$ cat src/rtl/vram_arbiter.sv
// vram_arbiter
//
// Shares one single-port VRAM between the PPU fetcher, the OAM DMA engine
// and the CPU bus. Priority is PPU > DMA > CPU. A CPU that has waited
// STARVE_LIMIT cycles is lifted above DMA, but never above the PPU.
// While the PPU holds vram_access, a CPU access completes without touching
// memory: blocked reads return 8'hFF and blocked writes are dropped.
//
// Ports
//   clock, reset                 rising-edge clock, synchronous active-high reset
//   vram_access                  PPU lock, restricts the CPU only
//   ppu_req/ppu_addr             PPU read, one cycle per access, always granted
//   ppu_gnt/ppu_rvalid/ppu_rdata grant (comb), data valid one cycle later
//   dma_req/dma_addr             DMA read, held until granted
//   dma_gnt/dma_rvalid/dma_rdata grant (comb), data valid one cycle later
//   cpu_req/cpu_we/cpu_addr/cpu_wdata  CPU request, sampled in C_IDLE only
//   cpu_ack/cpu_rdata            completion pulse, read result (held)
//   mem_addr/mem_wdata/mem_wren/mem_q  VRAM port, registered read (1 cycle)
module vram_arbiter #(
    parameter int ADDR_W       = 13,
    parameter int STARVE_LIMIT = 8
) (
    input  logic              clock,
    input  logic              reset,
    input  logic              vram_access,
    input  logic              ppu_req,
    input  logic [ADDR_W-1:0] ppu_addr,
    output logic              ppu_gnt,
    output logic              ppu_rvalid,
    output logic [7:0]        ppu_rdata,
    input  logic              dma_req,
    input  logic [ADDR_W-1:0] dma_addr,
    output logic              dma_gnt,
    output logic              dma_rvalid,
    output logic [7:0]        dma_rdata,
    input  logic              cpu_req,
    input  logic              cpu_we,
    input  logic [ADDR_W-1:0] cpu_addr,
    input  logic [7:0]        cpu_wdata,
    output logic              cpu_ack,
    output logic [7:0]        cpu_rdata,
    output logic [ADDR_W-1:0] mem_addr,
    output logic [7:0]        mem_wdata,
    output logic              mem_wren,
    input  logic [7:0]        mem_q
);

    typedef enum logic [1:0] {C_IDLE, C_WAIT, C_READ, C_DONE} cpu_state_t;
    typedef enum logic [1:0] {OWN_NONE, OWN_PPU, OWN_DMA, OWN_CPU} owner_t;

    localparam logic [3:0] STARVE_LIM4 = 4'(STARVE_LIMIT);

    cpu_state_t        state_reg, state_next;
    owner_t            owner_reg, owner_next;
    logic [3:0]        starve_cnt_reg, starve_cnt_next;
    logic              we_reg;
    logic [ADDR_W-1:0] addr_reg;
    logic [7:0]        wdata_reg;
    logic              blocked_reg;
    logic              ppu_rvalid_reg, dma_rvalid_reg;
    logic [7:0]        cpu_rdata_reg;
    logic [ADDR_W-1:0] mem_addr_reg;

    logic starved;
    logic cpu_cand;
    logic cpu_win;

    // ---------------- arbitration ----------------
    assign starved  = (starve_cnt_reg >= STARVE_LIM4);
    assign cpu_cand = (state_reg == C_WAIT) && !vram_access;
    assign cpu_win  = cpu_cand && !ppu_req && (!dma_req || starved);
    assign ppu_gnt  = ppu_req;
    assign dma_gnt  = dma_req && !ppu_req && !(cpu_cand && starved);

    // ---------------- memory drive ----------------
    // Address is combinational so the registered RAM returns data on the
    // cycle after the grant; with no winner the previous address is held.
    always_comb begin
        mem_addr = mem_addr_reg;
        if (ppu_gnt)
            mem_addr = ppu_addr;
        else if (dma_gnt)
            mem_addr = dma_addr;
        else if (cpu_win)
            mem_addr = addr_reg;
    end

    assign mem_wren  = cpu_win && we_reg && !reset;
    assign mem_wdata = wdata_reg;

    // ---------------- read-data routing ----------------
    assign ppu_rvalid = ppu_rvalid_reg;
    assign dma_rvalid = dma_rvalid_reg;
    assign ppu_rdata  = (owner_reg == OWN_PPU) ? mem_q : 8'h00;
    assign dma_rdata  = (owner_reg == OWN_DMA) ? mem_q : 8'h00;

    always_comb begin
        owner_next = OWN_NONE;
        if (ppu_gnt)
            owner_next = OWN_PPU;
        else if (dma_gnt)
            owner_next = OWN_DMA;
        else if (cpu_win)
            owner_next = OWN_CPU;
    end

    // ---------------- CPU FSM ----------------
    always_comb begin
        state_next      = state_reg;
        starve_cnt_next = starve_cnt_reg;
        case (state_reg)
            C_IDLE: begin
                if (cpu_req)
                    state_next = C_WAIT;
            end
            C_WAIT: begin
                if (vram_access) begin
                    state_next      = C_DONE;
                    starve_cnt_next = 4'd0;
                end else if (cpu_win) begin
                    state_next      = we_reg ? C_DONE : C_READ;
                    starve_cnt_next = 4'd0;
                end else if (starve_cnt_reg != 4'hF) begin
                    starve_cnt_next = starve_cnt_reg + 4'd1;
                end
            end
            C_READ:  state_next = C_IDLE;
            C_DONE:  state_next = C_IDLE;
            default: state_next = C_IDLE;
        endcase
    end

    assign cpu_ack = !reset && ((state_reg == C_READ) || (state_reg == C_DONE));

    // Read data is presented on the ack cycle itself and then held in
    // cpu_rdata_reg until the next completed read.
    always_comb begin
        cpu_rdata = cpu_rdata_reg;
        if (state_reg == C_READ)
            cpu_rdata = mem_q;
        else if (state_reg == C_DONE && blocked_reg && !we_reg)
            cpu_rdata = 8'hFF;
    end

    always_ff @(posedge clock) begin
        if (reset) begin
            state_reg      <= C_IDLE;
            owner_reg      <= OWN_NONE;
            starve_cnt_reg <= 4'd0;
            we_reg         <= 1'b0;
            addr_reg       <= '0;
            wdata_reg      <= 8'h00;
            blocked_reg    <= 1'b0;
            ppu_rvalid_reg <= 1'b0;
            dma_rvalid_reg <= 1'b0;
            cpu_rdata_reg  <= 8'h00;
            mem_addr_reg   <= '0;
        end else begin
            state_reg      <= state_next;
            owner_reg      <= owner_next;
            starve_cnt_reg <= starve_cnt_next;
            ppu_rvalid_reg <= ppu_gnt;
            dma_rvalid_reg <= dma_gnt;
            cpu_rdata_reg  <= cpu_rdata;
            mem_addr_reg   <= mem_addr;
            if (state_reg == C_IDLE && cpu_req) begin
                we_reg      <= cpu_we;
                addr_reg    <= cpu_addr;
                wdata_reg   <= cpu_wdata;
                blocked_reg <= 1'b0;
            end
            if (state_reg == C_WAIT && vram_access)
                blocked_reg <= 1'b1;
        end
    end

endmodule

$ cat config.mk
export PLATFORM = sky130hd
export DESIGN_NAME = vram_arbiter
export DESIGN_NICKNAME = d
export VERILOG_FILES = /design/src/rtl/vram_arbiter.sv
export SDC_FILE = /design/constraint.sdc
export NUM_CORES = 1
export LEC_CHECK = 0
export CAP_MARGIN = 20
export CORE_UTILIZATION = 43
export DETAILED_ROUTE_END_ITERATION = 8
export PLACE_DENSITY = 0.81
export SETUP_SLACK_MARGIN = 0.1
export SLEW_MARGIN = 20
export SYNTH_ARGS = -nofsm -noshare
export SYNTH_HDL_FRONTEND = slang
export SYNTH_SLANG_ARGS = --single-unit
$ cat constraint.sdc
create_clock -name clock -period 1.7 [get_ports clock]
set_clock_uncertainty 0.05 [all_clocks]
set_input_delay 0.255 -clock clock [delete_from_list [all_inputs] [get_ports clock]]
set_output_delay 0.255 -clock clock [all_outputs]
set_load 0.05 [all_outputs]
==> key figures <==
Timing
  – Worst slew pin tran: ~0.48 ns
  – Final Setup Violations: 46
  – Peak Freq: between 0.4 and 0.5 GHz
  – Worst rel slew slack: about two thirds
  – Slew Viols, Final: 0
  – Setup ws final: -0.6307 ns
  – Final Cycle Share: 137.1%
  – RSZ-0062 raised after global routing: yes
  – Post-route minimum period: 2.331 ns
  – Final hold viol count: 0

Clock tree
  – Skew-Pair Late Insertion Delay: 0.33 ns
  – CTS Buffer Depth: 2
  – Clock transition at path regs: approximately 0.11 ns
  – Cts bufs inserted: 5
  – Root buffer cell: clkbuf_8
  – Hold_buf cts: 0
  – Clk sinks: 54
  – TritonCTS clock tree: built
  – H-tree depth: 2

Floorplanning
  – Die width: ~80 um
  – Initial core utilization: 45.09%
  – Die height: 81.26 um
  – Core Box Area: roughly 6000 um^2
  – Die area: between 6000 and 7000 um^2
  – Core Rows: 28
  – I/O Pins: approximately 110

Final layout
  – N_diodes: 0
  – Filler cell count: 177
  – Area of the multi-input gates: ~2200 um^2
  – Share of cells above drive strength 1: between 40% and 50%
  – Storage cell area: 1090 um^2
  – Most common cell after layout, fill and taps aside: buf_4
  – Area Overhead vs Synth: 108.1%
  – Core Util, Final: between 90 and 100%
  – Most frequent cells in the layout: buf_4 (64), clkdlybuf4s50_1 (57), dfxtp_1 (49)
  – Final #Nets: 571

Yosys
  – Avg Inst Size Synth: between 7 and 8 um^2
  – Post-synth EDFFs: 0
  – FF+latch count, synth: 54
  – Syn_nets: roughly 400
  – Post-synthesis sequential area ratio: between 40% and 50%
  – Async SR Flop Fraction: 0%
  – Cells after synthesis: 341
  – Mapped cell area: roughly 2700 um^2
  – Synth warn: 0
  – Post-synth cell types: 40
  – Most used DFF post-synth: dfxtp_1

Power and ir drop
  – Cell internal pwr: 2.501 mW
  – Leak Pwr: roughly 2.1 nW
  – Clock power share: 24.3%
  – Power, Total: about 3.9 mW
  – PwrDens: 690.5 nW/um^2
  – Comb pwr share: slightly below 40%
  – Sw Ratio: around 36%
  – Sw Pwr: roughly 1.4 mW
  – Sequential power share: a little over a third
  – Max VDD drop: 0.0007049 V

Worst setup path
  – CP Data Required Time: about 1.4 ns
  – Crit path DAT: 2.03 ns
  – CP startpoint kind: flip-flop
  – CP max FO: 5
  – Crit. End Element: output port
  – Reg-to-reg startpoint: state_reg[0]
  – R2r setup slk: -0.12 ns
  – Reg2reg end: mem_addr_reg[5]
  – R2R depth: 6
  – WS Path Type: flip-flop to output port

Global route
  – Total GRT Usage: 39.26%
  – Antenna violations before repair: 0
  – Vias in the first global route: roughly 3,700
  – Largest net degree at the start of global routing: 24
  – Grt ovf: 0
  – First-pass GRT wire length: between 15,000 and 20,000 um

Route
  – Total number of vias: approximately 4,000
  – ANT nets after route: 0
  – DRC marker count from the first detailed-route iteration: about 400
  – Drt pass-1 iters: 6
  – DRC Markers: 0
  – DRT Wirelength: approximately 16,000 um
  – Avg Vias per Cell: around 6.9
  – Routed wire length per instance: around 28 um

Hold path
  – Hold path endpoint: mem_addr_reg[9]
  – WHS Path Cells: 2
  – Worst min-delay path category: input pin to flip-flop
  – Hold Startpoint: reset

Run status
  – Violated checks: setup timing
  – Run status: finished with violations

Placement
  – Buffers added on ports: around 110
  – Placer Congestion: 0.9252
  – DP HPWL: 6643 um

Flow run
  – Max Cap Violations: 0
## stage by stage
stage | hold slack [ns] | worst slack (ns) | setup TNS (ns) | cells | instance area [um^2]
floorplan | 0.3410 | 0.01728 | 0 | 341 | 3048
global placement | 0.3932 | -0.5791 | -10.21 | 548 | 4713
detailed placement | 0.4006 | -0.5974 | -11.72 | 548 | 4713
CTS | 0.2951 | -0.3488 | -4.905 | 577 | 5378
global route | 0.3313 | -0.5936 | -9.351 | 582 | 5620
finish | 0.3304 | -0.6307 | -9.251 | 582 | 5620
## Yosys cell counts (7+ instances only)
| cell | count | share of area (%) |
|---|---|---|
| nand3_1 | 9 | 1.7 |
| a41oi_1 | 7 | 2.3 |
| buf_2 | 9 | 1.7 |
| and2_1 | 17 | 3.9 |
| inv_1 | 14 | 1.9 |
| a21oi_1 | 40 | 7.4 |
| a211oi_1 | 18 | 5.0 |
| nor2b_1 | 27 | 6.3 |
| dfxtp_1 | 54 | 40 |
| a31oi_1 | 18 | 4.2 |
| nand2_1 | 48 | 6.7 |
| a32oi_1 | 7 | 2.3 |
| clkbuf_1 | 12 | 1.7 |
| nor2_1 | 14 | 1.9 |
## logic make-up after synthesis
logic type | share of synthesized area [%]
AO/OA/AOI/OAI | 24.46
adder cells (fa/ha/maj) | 0.9262
buffers and inverters | 7.549
flip-flops | 40.02
multiplexers | 0.3706
AND/OR/NAND/NOR | 26.68
## cell type report
cell class | count | area share, %
multi-input cells | 245 | 38.47
well taps | 75 | 1.670
clock buffers | 6 | 1.469
repair buffers | 187 | 37.47
clock inverters | 1 | 0.5343
flip-flops and latches | 54 | 19.39
inverters | 14 | 1.002
## worst max path at each step
| stage | start | endpoint | slack, ns | cells past startpoint |
|---|---|---|---|---|
| finish | state_reg[1] | mem_addr[6] | -0.63 | 6 |
| global route | state_reg[1] | mem_addr[6] | -0.59 | 6 |
| CTS | state_reg[0] | mem_addr[9] | -0.35 | 5 |
| detailed placement | vram_access | mem_addr[11] | -0.60 | 6 |
| global placement | vram_access | mem_addr[11] | -0.58 | 6 |
| floorplan | state_reg[1] | cpu_rdata[0] | 0.02 | 4 |
## worst max-delay path, stage by stage (launching register included)
cell     delay [ns]
dfxtp_2        0.37
buf_6          0.14
nor2_4         0.13
buf_4          0.17
nand4_1        0.31
a31oi_4        0.38
buf_12         0.18
## per-layer routing
| metal | part of all wire (%) | vias up | wire length, um | track usage [%] |
|---|---|---|---|---|
| met5 | 0 | - | 0 | 0 |
| met4 | 9.6 | 0 | 1572 | 22.50 |
| met3 | 12 | 163 | 1897 | 10.79 |
| met2 | 44 | 444 | 7229 | 65.75 |
| met1 | 35 | 1886 | 5736 | 44.50 |
| li1 | - | 1539 | - | - |
## what timing repair did
item | CTS | global route
endpoints found under the setup margin | 49 | 73
pin swaps | 22 | 13
buffers inserted | 18 | 5
gates resized for setup | 72 | 50
gates cloned | 4 | 0
## power groups by stage
| stage | registers (mW) | clock network [mW] | logic, mW |
|---|---|---|---|
| 2_1_floorplan | 1.45 | 0 | 0.619 |
| 3_3_place_gp | 1.40 | 0 | 1.16 |
| 3_5_place_dp | 1.40 | 0 | 1.18 |
| 4_1_cts | 1.38 | 0.895 | 1.34 |
| 5_1_grt | 1.40 | 0.974 | 1.57 |
| 6_report | 1.40 | 0.945 | 1.54 |
Power figures use the tool's default switching activity.
==> patch 1: new RTL, same flow settings <==
The parameter `ADDR_W` goes from 13 to 15.
--- a/src/rtl/vram_arbiter.sv
+++ b/src/rtl/vram_arbiter.sv
@@ -17,7 +17,7 @@
 //   cpu_ack/cpu_rdata            completion pulse, read result (held)
 //   mem_addr/mem_wdata/mem_wren/mem_q  VRAM port, registered read (1 cycle)
 module vram_arbiter #(
-    parameter int ADDR_W       = 13,
+    parameter int ADDR_W       = 15,
     parameter int STARVE_LIMIT = 8
 ) (
     input  logic              clock,
Interface: changed (resized cpu_addr, dma_addr, mem_addr and ppu_addr); port bits go from 113 to 121. The function was not compared with the original's and may differ.
==> patch 1 against the unedited design <==
- the run still ends with setup timing left
- setup slack improved by 0.090 ns
- final area rose by 3.0%
- sequential cell count rose by 4
- via count fell by 8.1%
- wire length fell by 4.6%
- synthesized area rose by 4.9%
- power rose by 18%
- largest power group unchanged
- highest routed layer unchanged
==> patch 1: results (changes against the unedited design) <==
stage,metric,value,unit,change
outcome,outcome,"complete, but fails checks",,unchanged
synth,synth_fa_ha_area_share,0.8830,%,was 0.9264%
synth,ys_top_cells_by_count,"58 x dfxtp_1, 55 x nor2b_1, 52 x nand2_1",,"was 54 x dfxtp_1, 48 x nand2_1, 40 x a21oi_1"
power_and_ir_drop,vdd_ir_drop_max,0.7483,mV,was 0.7049 mV
route,vias,3704,,was 4032
sta,setup_slack,-0.5404,ns,was -0.6307 ns
synth,synth_cell_types,38,,was 40
synth,synth_compound_area_share,21.55,%,was 24.46%
grt,grt_pass1_wl,18.58,mm,was 19.23 mm
clocking,worstSkewPairLatency,0.37,ns,was 0.33 ns
critical_path,r2r-end,mem_addr_reg[13],,was mem_addr_reg[5]
power_and_ir_drop,leakage,2.145,nW,was 2.113 nW
clocking,path_clk_slew,0.08,ns,was 0.11 ns
synth,yosysSeqAreaShare,40.97,%,was 40.02%
place,post-dp-hpwl,6.149,mm,was 6.643 mm
grt,grt_pass1_vias,3397,,was 3667
grt,track_usage,35.17,%,was 39.26%
hold_path,hold_depth,4,,was 2
finish,fin_nets,558,,was 571
sta,setup_violations,32,,was 46
place,place_congestion,0.8905,,was 0.9252
critical_path,reg2reg_depth,9,,was 6
sta,tns,-12.55,ns,was -9.251 ns
critical_path,r2r_start,state_reg[1],,was state_reg[0]
route,routed_wl,15.67,mm,was 16.43 mm
outcome,violations,setup timing,,unchanged
synth,synthTopCellsByArea,"dfxtp_1 41%, nor2b_1 12%, nand2_1 6.9%",,"was dfxtp_1 40%, a21oi_1 7.4%, nand2_1 6.7%"
sta,worst_pin_slew,0.5262,ns,was 0.4798 ns
route,drt_iter0_markers,285,,was 398
place,port-buffer-count,120,,was 112
synth,syn_nets,409,,was 405
critical_path,r2r_slack,-0.17,ns,was -0.12 ns
grt,grt_max_degree,31,,was 24
synth,synthMuxAreaShare,0,%,was 0.3705%
clocking,cts_resized,89,,was 72
finish,drive_gt1_share,44.02,%,was 46.15%
critical_path,cp_max_fo,7,,was 5
place,dpl_cell_area,4698,sq um,was 4713 sq um
clocking,h-tree-depth,3,,was 2
==> patch 1: per-stage QoR <==
step           cells  setup WS, ns  utilization (%)  power [mW]
2_1_floorplan    339      -0.05748                -       2.187
3_3_place_gp     535       -0.4978            73.99       2.670
3_5_place_dp     535       -0.5229            73.99       2.689
4_1_cts          563       -0.3697            87.09       4.326
5_1_grt          570       -0.5457            91.15       4.673
6_report         570       -0.5404            91.15       4.595
==> patch 1: report_power, final <==
| group | switching, mW | total, mW | internal, mW | leakage (nW) |
|---|---|---|---|---|
| Sequential | 0.0631 | 1.50 | 1.44 | 0.479 |
| Clock | 0.704 | 1.54 | 0.838 | 0.106 |
| Combinational | 0.838 | 1.55 | 0.712 | 1.56 |
| Total | 1.60 | 4.59 | 2.99 | 2.14 |
==> patch 1: worst min path at each step <==
stage                             from           end  slack [ns]
after floorplan           cpu_addr[14]  addr_reg[14]        0.34
after global placement    addr_reg[14]  addr_reg[14]        0.39
after detailed placement   addr_reg[0]   addr_reg[0]        0.40
after CTS                        reset  owner_reg[1]        0.31
after global routing             reset  owner_reg[1]        0.37
final                            reset  owner_reg[1]        0.39
==> patch 1: critical path: stages (launching register included) <==
cell and delay (ns):
dfxtp_2 0.35, buf_6 0.14, nor3b_4 0.25, buf_6 0.16
buf_16 0.14, a31oi_2 0.13, a21oi_4 0.22, buf_8 0.18
==> patch 1: cell type report <==
type | count | area, sq um
multi-input combinational | 247 | 2235
inverter | 4 | 15.01
fill | 213 | 561.8
clock inverter | 7 | 101.3
clock buffer | 9 | 123.9
sequential | 58 | 1170
timing repair buffer | 168 | 2047
tap | 77 | 96.34
==> patch 1: routing by layer <==
layer,up-vias,part of all wire [%],track usage (%)
li1,1471,-,-
met1,1803,35,38.33
met2,305,49,61.70
met3,125,8.1,6.660
met4,0,8.6,23.67
met5,-,0,0
==> patch 2: new RTL, same flow settings <==
Made on the original files. Encoding of `cpu_state_t`: now one-hot (4 bits for 4 states).
--- a/src/rtl/vram_arbiter.sv
+++ b/src/rtl/vram_arbiter.sv
@@ -45,7 +45,7 @@
     input  logic [7:0]        mem_q
 );
 
-    typedef enum logic [1:0] {C_IDLE, C_WAIT, C_READ, C_DONE} cpu_state_t;
+    typedef enum logic [3:0] {C_IDLE = 4'b0001, C_WAIT = 4'b0010, C_READ = 4'b0100, C_DONE = 4'b1000} cpu_state_t;
     typedef enum logic [1:0] {OWN_NONE, OWN_PPU, OWN_DMA, OWN_CPU} owner_t;
 
     localparam logic [3:0] STARVE_LIM4 = 4'(STARVE_LIMIT);
Function: no difference found for any inputs over 10 cycles, from zero or initial values and one cycle with reset high; not proved beyond that.
==> patch 2 against the unedited design <==
- combinational power is 12% lower
- synthesized area is 2.8% higher
- final area is 1.8% higher
- setup slack worse by 0.11 ns
- die area is 2.7% higher
- sequential cell count is 2 higher
- wire length is 7.8% lower
- the run still ends with setup timing left
- worst hold slack better by 0.12 ns
- power is 8.8% lower
- count of clock-buffer cells in the layout stayed put
==> patch 2: results (changes against the unedited design) <==
stage,metric,value,unit,change
outcome,outcome,"complete, but fails checks",,unchanged
outcome,violations,setup timing,,unchanged
finish,fin_cells,555,,was 582
synth,synthXorXnorAreaFrac,0.3155,%,was 0%
route,drt_iter0_markers,439,,was 398
critical_path,cp_slowest_cell,nor4b_4,,was a31oi_4
hold_path,hold_path_class,register to register,,was primary input to register
grt,grt_pass1_wl,14.57,mm,was 19.23 mm
power_and_ir_drop,leakage,2.207,nW,was 2.113 nW
place,dpl_cell_area,4861,sq um,was 4713 sq um
sta,setup_slack,-0.7440,ns,was -0.6307 ns
synth,avgSynthCellArea,8.313,sq um,was 7.922 sq um
power_and_ir_drop,vdd_ir_drop_max,0.7636,mV,was 0.7049 mV
critical_path,crit_arrival,2.14,ns,was 2.03 ns
grt,grt_max_degree,31,,was 24
place,post-place-ws,-0.4830,ns,was -0.5974 ns
route,vias,3657,,was 4032
synth,yosysSeqAreaShare,40.38,%,was 40.02%
place,post-dp-hpwl,6.678,mm,was 6.643 mm
finish,final.fill_count,150,,was 177
route,firstDrtPassIters,8,,was 6
finish,fin_nets,543,,was 571
grt,grt_pass1_vias,2981,,was 3667
grt,track_usage,28.96,%,was 39.26%
sta,setup_violations,70,,was 46
synth,synthTopCellsByArea,"dfxtp_1 40%, and2_1 8.8%, a21oi_1 7.2%",,"was dfxtp_1 40%, a21oi_1 7.4%, nand2_1 6.7%"
sta,tns,-19.47,ns,was -9.251 ns
synth,synth_fa_ha_area_share,0.9013,%,was 0.9264%
critical_path,cp_max_fo,7,,was 5
-- patch 2: cell count changes after synthesis, moves of 8 or more --
cell,unedited run,this run
o22a_1,0,8
nand4b_1,0,13
mux2_2,0,13
nor2b_1,27,4
a31oi_1,18,0
nand3_1,9,1
and2_1,17,39
a211oi_1,18,0
-- patch 2: area by class of cell --
| cell class | count | area [sq um] | share of cell area (%) |
|---|---|---|---|
| Timing Repair Buffer | 166 | 2059 | 36.00 |
| Clock inverter | 2 | 16.27 | 0.2843 |
| Sequential cell | 56 | 1134 | 19.82 |
| Clock buffer | 6 | 72.57 | 1.269 |
| Inverter | 16 | 60.06 | 1.050 |
| Multi-Input combinational cell | 234 | 2285 | 39.94 |
| Tap cell | 75 | 93.84 | 1.640 |
-- patch 2: path summary, 6_finish.rpt --
check	from	endpoint	slack, ns	cells after the start
setup / recovery	state_reg[3]	mem_addr[5]	-0.74	7
hold / removal	addr_reg[2]	addr_reg[2]	0.45	2
setup reg to reg	state_reg[3]	starve_cnt_reg[1]	-0.45	7
hold reg to reg	addr_reg[2]	addr_reg[2]	0.45	2
-- patch 2: kinds of logic (layout without fill, tap and decap cells) --
logic type,count (synthesis),count (layout)
fa+ha+maj,2,2
xor+xnor,1,1
mux,13,13
buf+inv,44,190
compound gates,85,85
flops,56,56
simple gates,133,133
-- patch 2: worst min-delay path, delay by kind of cell (launching register included) --
family	cells	cell delay (ns)
and+or+nand+nor	1	0.07
DFF	1	0.34
AOI/OAI and AO/OA	1	0.05
-- patch 2: timing repair --
| item | CTS | global route |
|---|---|---|
| endpoints found under the setup margin | 90 | 95 |
| pin swaps | 6 | 52 |
| resized for setup | 39 | 123 |
| cloned | 1 | 3 |
| buffers inserted | 5 | 12 |
-- patch 2: power by group --
group          switching (mW)  internal [mW]
Clock                   0.466          0.295
Sequential             0.0507           1.38
Combinational           0.727          0.622
-- patch 2: per-layer routing --
layer  GRT usage (%)  up-vias  wire [um]
met4           15.26        0       1266
met2           49.17      338       7441
met3           5.934      127       1469
met1           34.19     1736       4969
met5               0        -          0
li1                -     1456          -
